[src/rtl/mac_acc_pkg.sv]
// Shared types, limits and saturation helper for the
// product accumulator.
package mac_acc_pkg;

  localparam int PKG_ACC_W = 40;
  localparam int PKG_LEN_W = 8;
  localparam int PKG_OUT_W = 32;

  typedef enum logic {IDLE, ACCUM} state_e;

  localparam logic signed [PKG_OUT_W-1:0] OUT_MAX =
    {1'b0, {(PKG_OUT_W-1){1'b1}}};
  localparam logic signed [PKG_OUT_W-1:0] OUT_MIN =
    {1'b1, {(PKG_OUT_W-1){1'b0}}};

  localparam logic signed [PKG_ACC_W-1:0] ACC_HI =
    {{(PKG_ACC_W-PKG_OUT_W){1'b0}}, OUT_MAX};
  localparam logic signed [PKG_ACC_W-1:0] ACC_LO =
    {{(PKG_ACC_W-PKG_OUT_W){1'b1}}, OUT_MIN};

  typedef struct packed {
    logic                 sat;
    logic [PKG_OUT_W-1:0] sum;
  } out_t;

  function automatic out_t sat_to_out(
    input logic signed [PKG_ACC_W-1:0] acc
  );
    out_t r;
    r.sat = 1'b1;
    r.sum = OUT_MAX;
    if (acc < ACC_LO) begin
      r.sum = OUT_MIN;
    end else if (acc <= ACC_HI) begin
      r.sat = 1'b0;
      r.sum = acc[PKG_OUT_W-1:0];
    end
    return r;
  endfunction

  // sat_to_out is built at the package widths, so the
  // top parameters must match them.
  function automatic bit widths_ok(
    input int acc_w,
    input int len_w,
    input int out_w
  );
    return (acc_w >= 32 + len_w) && (out_w <= acc_w) &&
           (acc_w == PKG_ACC_W) && (out_w == PKG_OUT_W);
  endfunction

endpackage

[src/rtl/mac_acc_out_slice.sv]
// One-entry valid/ready result buffer with
// simultaneous load and pop.
module mac_acc_out_slice
  import mac_acc_pkg::*;
(
  input  logic clk,
  input  logic rst,
  input  logic load,
  input  out_t load_data,
  input  logic out_ready,
  output logic out_valid,
  output out_t out_data,
  output logic full,
  output logic pop
);

  logic valid_q, valid_d;
  out_t data_q, data_d;

  always_comb begin
    pop     = valid_q && out_ready;
    valid_d = load || (valid_q && !pop);
    data_d  = load ? load_data : data_q;
  end

  always_ff @(posedge clk) begin
    if (rst) begin
      valid_q <= 1'b0;
      data_q  <= '0;
    end else begin
      valid_q <= valid_d;
      data_q  <= data_d;
    end
  end

  assign full      = valid_q;
  assign out_valid = valid_q;
  assign out_data  = data_q;

endmodule

[src/rtl/mac_product_accumulator.sv]
// Accumulates signed MAC products into saturated
// per-vector dot-product sums.
module mac_product_accumulator
  import mac_acc_pkg::*;
#(
  parameter int ACC_W = 40,
  parameter int LEN_W = 8,
  parameter int OUT_W = 32
) (
  input  logic             CLK,
  input  logic             RST,
  input  logic [LEN_W-1:0] CFG_LEN,
  input  logic             IN_VALID,
  input  logic [31:0]      IN_PROD,
  output logic             IN_READY,
  output logic             OUT_VALID,
  input  logic             OUT_READY,
  output logic [OUT_W-1:0] OUT_SUM,
  output logic             OUT_SAT,
  output logic             BUSY
);

  if (!widths_ok(ACC_W, LEN_W, OUT_W)) begin : g_width_err
    $error("mac_product_accumulator: bad ACC_W/OUT_W");
  end

  localparam logic [LEN_W:0] ONE = {{LEN_W{1'b0}}, 1'b1};
  localparam logic [LEN_W:0] MAX_LEN = {1'b1, {LEN_W{1'b0}}};

  state_e                  state_q, state_d;
  logic signed [ACC_W-1:0] acc_q, acc_d, sum;
  logic [LEN_W:0]          cnt_q, cnt_d, len_q, len_d;
  logic [LEN_W:0]          first_len, cnt_inc;
  logic                    final_beat, beat, load;
  logic                    full, pop;
  out_t                    res, held;

  always_comb begin
    first_len  = (CFG_LEN == '0) ? MAX_LEN : {1'b0, CFG_LEN};
    cnt_inc    = cnt_q + ONE;
    final_beat = (state_q == IDLE) ? (first_len == ONE)
                                   : (cnt_inc == len_q);
    // Only a final beat needs buffer room; a pop this
    // cycle frees it in time.
    IN_READY   = !(full && !pop && final_beat);
    beat       = IN_VALID && IN_READY;
    load       = beat && final_beat;
    sum        = acc_q + {{(ACC_W-32){IN_PROD[31]}}, IN_PROD};
    res        = sat_to_out(sum);
    state_d    = state_q;
    acc_d      = acc_q;
    cnt_d      = cnt_q;
    len_d      = len_q;
    if (beat) begin
      if (final_beat) begin
        state_d = IDLE;
        acc_d   = '0;
        cnt_d   = '0;
      end else begin
        state_d = ACCUM;
        acc_d   = sum;
        cnt_d   = cnt_inc;
        if (state_q == IDLE) len_d = first_len;
      end
    end
  end

  always_ff @(posedge CLK) begin
    if (RST) begin
      state_q <= IDLE;
      acc_q   <= '0;
      cnt_q   <= '0;
      len_q   <= '0;
    end else begin
      state_q <= state_d;
      acc_q   <= acc_d;
      cnt_q   <= cnt_d;
      len_q   <= len_d;
    end
  end

  mac_acc_out_slice u_out (
    .clk       (CLK),
    .rst       (RST),
    .load      (load),
    .load_data (res),
    .out_ready (OUT_READY),
    .out_valid (OUT_VALID),
    .out_data  (held),
    .full      (full),
    .pop       (pop)
  );

  assign OUT_SUM = held.sum;
  assign OUT_SAT = held.sat;
  assign BUSY    = (state_q == ACCUM);

endmodule

[config.mk]
export PLATFORM = sky130hd
export DESIGN_NAME = mac_product_accumulator
export DESIGN_NICKNAME = d
export VERILOG_FILES = /design/src/rtl/mac_acc_pkg.sv /design/src/rtl/mac_acc_out_slice.sv /design/src/rtl/mac_product_accumulator.sv
export SDC_FILE = /design/constraint.sdc
export NUM_CORES = 1
export LEC_CHECK = 0
export ABC_AREA = 1
export CAP_MARGIN = 20
export CORE_MARGIN = 1.5
export CORE_UTILIZATION = 45
export CTS_CLUSTER_DIAMETER = 40
export DETAILED_ROUTE_END_ITERATION = 6
export PLACE_DENSITY = 0.66
export SLEW_MARGIN = 20
export SYNTH_ARGS = -nofsm -noshare
export SYNTH_HDL_FRONTEND = slang
export SYNTH_HIERARCHICAL = 1
export SYNTH_SLANG_ARGS = --single-unit
[constraint.sdc]
create_clock -name CLK -period 3.5 [get_ports CLK]
set_input_delay 1.05 -clock CLK [delete_from_list [all_inputs] [get_ports CLK]]
set_output_delay 1.05 -clock CLK [all_outputs]
set_load 0.03 [all_outputs]
Word level (Yosys, flattened, before mapping)
Cells that the tools add are included.
- order comparisons: 2
- bitwise operators: 2
- equal/unequal tests: 2
- muxes and demuxes: 8
- reduce and logical (&&, ||, !) cells: 10
- add/subtract/negate cells: 2
- operator list (operator ; count):
    $add A40 B40 Y40 ; 1
    $le A40 B32 Y1 const B ; 1
    $lt A40 B32 Y1 const B ; 1
    $mux W40 ; 1
    $mux W33 ; 1
    $mux W32 ; 1
    $mux W9 ; 2
    $add A9 B1 Y9 const B ; 1
    $eq A9 B1 Y1 const B ; 1
    $eq A9 B9 Y1 ; 1
    $logic_not A8 Y1 ; 1
    $logic_and A1 B1 Y1 ; 5
    $mux W1 ; 3
    $reduce_and A3 Y1 ; 1
    $logic_not A1 Y1 ; 2
    $not A1 Y1 ; 2
    $logic_or A1 B1 Y1 ; 1
- register bits: 93
- word-level logic and storage cells: 33
- output and inout port bits: 36
- input port bits: 44

Logic depth before layout (Yosys ltp)
Gate-level depths: netlist (run 1).
- word-level depth: 9
- depth in mapped cells: 23
- mapped depth without buffers: 22

Hierarchy
The synthesis (run 1) kept the hierarchy.
- by module, submodules not included (module ; times used ; sequential area each (um^2) ; area an instance (um^2) ; cells each):
    mac_product_accumulator ; 1 ; 1181.1 ; 6005.8 ; 1053
    mac_acc_out_slice ; 1 ; 680.7 ; 1196.1 ; 150

Worst setup path after synthesis (run 1)
Ideal clock, no wire load.
- kind: input -> register
- start point: in IN_PROD[0]
- end point: reg u_out.data_q, in the netlist u_out/out_data[22]
- data required time: 3.384 ns
- path buffers: 1
- data arrival time: 3.113 ns
- slack: 0.271 ns
- setup time: 0.116 ns
- cell stages on the path: 21
- cell sequence: ha_1 -> fa_1 -> nand3_1 -> nand3_1 -> nand2_1 -> nand2_1 -> nand2_1 -> nand2_2 -> nand2_1 -> nand3_1 -> nand2_1 -> nand3_1 -> nor2_1 -> nand2_1 -> nand2_4 -> buf_6 -> nand2_1 -> nand2_1 -> inv_1 -> nor2_1 -> nor2_1
- RTL lines (what ; RTL line ; text):
    start, declared ; mac_product_accumulator.sv:14 ; input logic [31:0] IN_PROD,
    end signal, assigned ; mac_acc_out_slice.sv:32 ; data_q <= data_d;
    end, declared ; mac_acc_out_slice.sv:18 ; out_t data_q, data_d;

==> impl_results.md, run 1 <==
* Core Region at 0.0158 mm²
* Final Max Slew Viols at 0
* Final WS setup at 0.0735 ns
* Pwr Total at 4.33 mW
* DR iter-0 viols at 470
* Post-synth EDFFs at 0
* CTS tree: built
* Clock Sinks at 93
* Synth Net Count at 1288
* GP Congestion at 0.909
* Post-route ant nets at 0
* Finish-stage setup viols at 0
* FF-to-FF setup slack at 0.78 ns
* CP required at 3.75 ns
* Die Ht at 130 µm
* Hold path cells at 2
* DR pass1 iterations at 5
* Maximum vdd drop at 300 µV
* Minimum clock period at 3.43 ns
* Top post-synthesis cells by count: nand2_1, inv_1, nor2_1
* Post-synth cell types at 39
* CTS buffer count at 9
* Pleak at 5.17 nW
* Antenna cells at 0
* Grt ovf at 0
* Power density over the cells at 423 mW/mm²
* IO Port Bufs at 79
* Total track usage at 0.254
* Clk buf depth at 2
* Initial antenna violation count at 1
* Largest net degree at the start of global routing at 56
* Worst Path Arrival at 3.68 ns
* Detailed Route WL at 22.2 mm
* DRC at 0
* Worst setup EP type: register
* Final hold vios at 0
* CP Class: in2reg
* Worst R2R Start: cnt_q[1]
* CP Launch Point: IN_PROD[23]
* Share of layout cells above drive strength 1 at 0.231
* Area fraction of the dominant cell type after synthesis at 0.259
* Top-count cell post-synth: nand2_1
* Pre-CTS WS at -0.494 ns
* Crit start category: input pin
* Reg2Reg Capture Point: u_out/out_data[3]
* I/O pins at 80
* Sequential fraction of the synthesis area at 0.259
* Synth Register Bits at 93
* Synth area leader: dfxtp_1
* Vias in the first global route at 7347
* Starting density of the core at 0.457
* Root buf cell: clkbuf_16
* Layout area overhead at 42.1%
* Synth Flop Type: dfxtp_1
* Max Cap Violations at 0
* Rel. slew slack at 0.445
* Synth async-reset ratio at 0
* First-pass GRT wire length at 33.8 mm
* Setup Skew at 0.0128 ns
* Syn. warnings at 6
* WHS at 0.469 ns
* Vias post-DR at 7995
* Fin crit share at 0.979
* Full die area at 0.0168 mm²
* Routed WL per cell at 13.7 µm
* Clock Latency Late Sink at 0.36 ns
* Final HPWL DP at 15.7 mm
* Cells on worst reg2reg path at 19
* Min-delay src: acc_q[23]
* RSZ-0062 raised after global routing: yes
* Mapped Area at 0.00720 mm²
* Die Wd at 130 µm
* Least-Margin Pin Slew at 0.831 ns
* Max frequency at 0.292 GHz
* Setup TNS at 0 ns
* Hold Crit Endpoint: acc_q[23]
* Hold WC Path Type: reg2reg
* CP Max Fanout at 9
* Max H-tree Level at 3
* Layout net count at 1490
* Synth area leaders: dfxtp_1, nand2_1, inv_1
* Avg Inst Size Synth at 5.99 µm²
* Status: finished, final reports clean
* Vias/cell at 4.92
* Gate Count Post-Synth at 1203
* Row count at 46
* Clk slew on worst S/H paths at 0.08 ns
[how the worst max path moves through the flow]
stage	endpoint	slack (ns)	cells after the start
3_3_place_gp	IN_READY	-0.50	8
5_1_grt	u_out/out_data[4]	-0.05	22
3_5_place_dp	IN_READY	-0.49	8
2_1_floorplan	u_out/out_data[22]	0.27	21
6_report	u_out/out_data[3]	0.07	19
4_1_cts	u_out/out_data[3]	0.02	22
[critical path: stages]
cell and delay [ns]:
clkdlybuf4s50_1 0.41, ha_1 0.37, nand2_2 0.13, inv_1 0.08
a21oi_2 0.20, nand2_1 0.14, a21oi_1 0.18, nand3_1 0.11
nand2_2 0.08, nand3_1 0.11, nor2_2 0.12, nand2_2 0.08
nand2_4 0.12, clkbuf_16 0.17, nand2_1 0.05, nand2_1 0.05
inv_1 0.03, nor2_1 0.12, nor2_1 0.07
[registers in the layout (all words and copies together) (netlist names)]
| name | cells |
|---|---|
| len_q | 9 |
| acc_q | 40 |
| u_out/full | 1 |
| u_out/out_data | 33 |
| BUSY | 1 |
| cnt_q | 9 |
[stage by stage]
step	area [µm²]	utilization	std cells
3_5_place_dp	9070	0.575	1595
4_1_cts	9400	0.596	1613
6_report	10200	0.649	1626
3_3_place_gp	9070	0.575	1595
2_1_floorplan	7200	-	1203
5_1_grt	10200	0.649	1626
[repair_timing]
item | CTS | global route
hold buffers | 0 | 0
pin swaps | 3 | 51
resized for setup | 14 | 148
hold endpoints to repair | 0 | 0
setup buffers | 2 | 9
gates cloned | 0 | 4
setup endpoints to repair | 33 | 33
[cell type report]
cell class	count	area [µm²]
flip-flops and latches	93	1860
repair buffers	231	2080
multi-input cells	878	5000
fillers	1492	5540
inverters	192	721
clock buffers	9	225
clock inverters	7	75.1
well taps	216	270
[per-layer routing]
| layer | GRT usage | share of wire | routed length, µm |
|---|---|---|---|
| met1 | 0.307 | 0.44 | 9790 |
| met2 | 0.455 | 0.49 | 10900 |
| met3 | 0.0372 | 0.039 | 876 |
| met4 | 0.101 | 0.030 | 664 |
| met5 | 0 | 0.00050 | 11 |
[layout by cell type, fill, tap and decap left out, drive strengths merged, types with 15 or more instances in the layout]
cell type      count
dfxtp             93
clkdlybuf4s50     59
nor2             143
inv              192
buf              152
dlymetal6s2s      15
o21ai             50
nand3             63
nand3b            23
nand2            399
ha                40
xnor2             19
a21oi             98
[logic make-up (layout without fill, tap and decap cells)]
| group | count (synthesis) | after routing | share of synthesized area |
|---|---|---|---|
| DFF | 93 | 93 | 0.259 |
| adders and majority gates | 41 | 41 | 0.0723 |
| xor gates and xnor gates | 32 | 32 | 0.0389 |
| AOI/OAI and AO/OA | 157 | 157 | 0.113 |
| and+or+nand+nor | 648 | 648 | 0.379 |
| buffers and inverters | 232 | 439 | 0.139 |
[power breakdown]
| group | internal (mW) | switching (mW) |
|---|---|---|
| registers | 1.15 | 0.0670 |
| logic | 0.980 | 1.12 |
| clock network | 0.506 | 0.501 |
| total | 2.63 | 1.69 |
Note: power is estimated with default switching activity, not from simulation.
==> inputs of run 2 (changes only) <==
CTS_CLUSTER_DIAMETER = 30   (was 40)
GPL_TIMING_DRIVEN = 1   (was default)
==> results of run 2 <==
Final layout, timing and power as in run 1 (identical DEF).
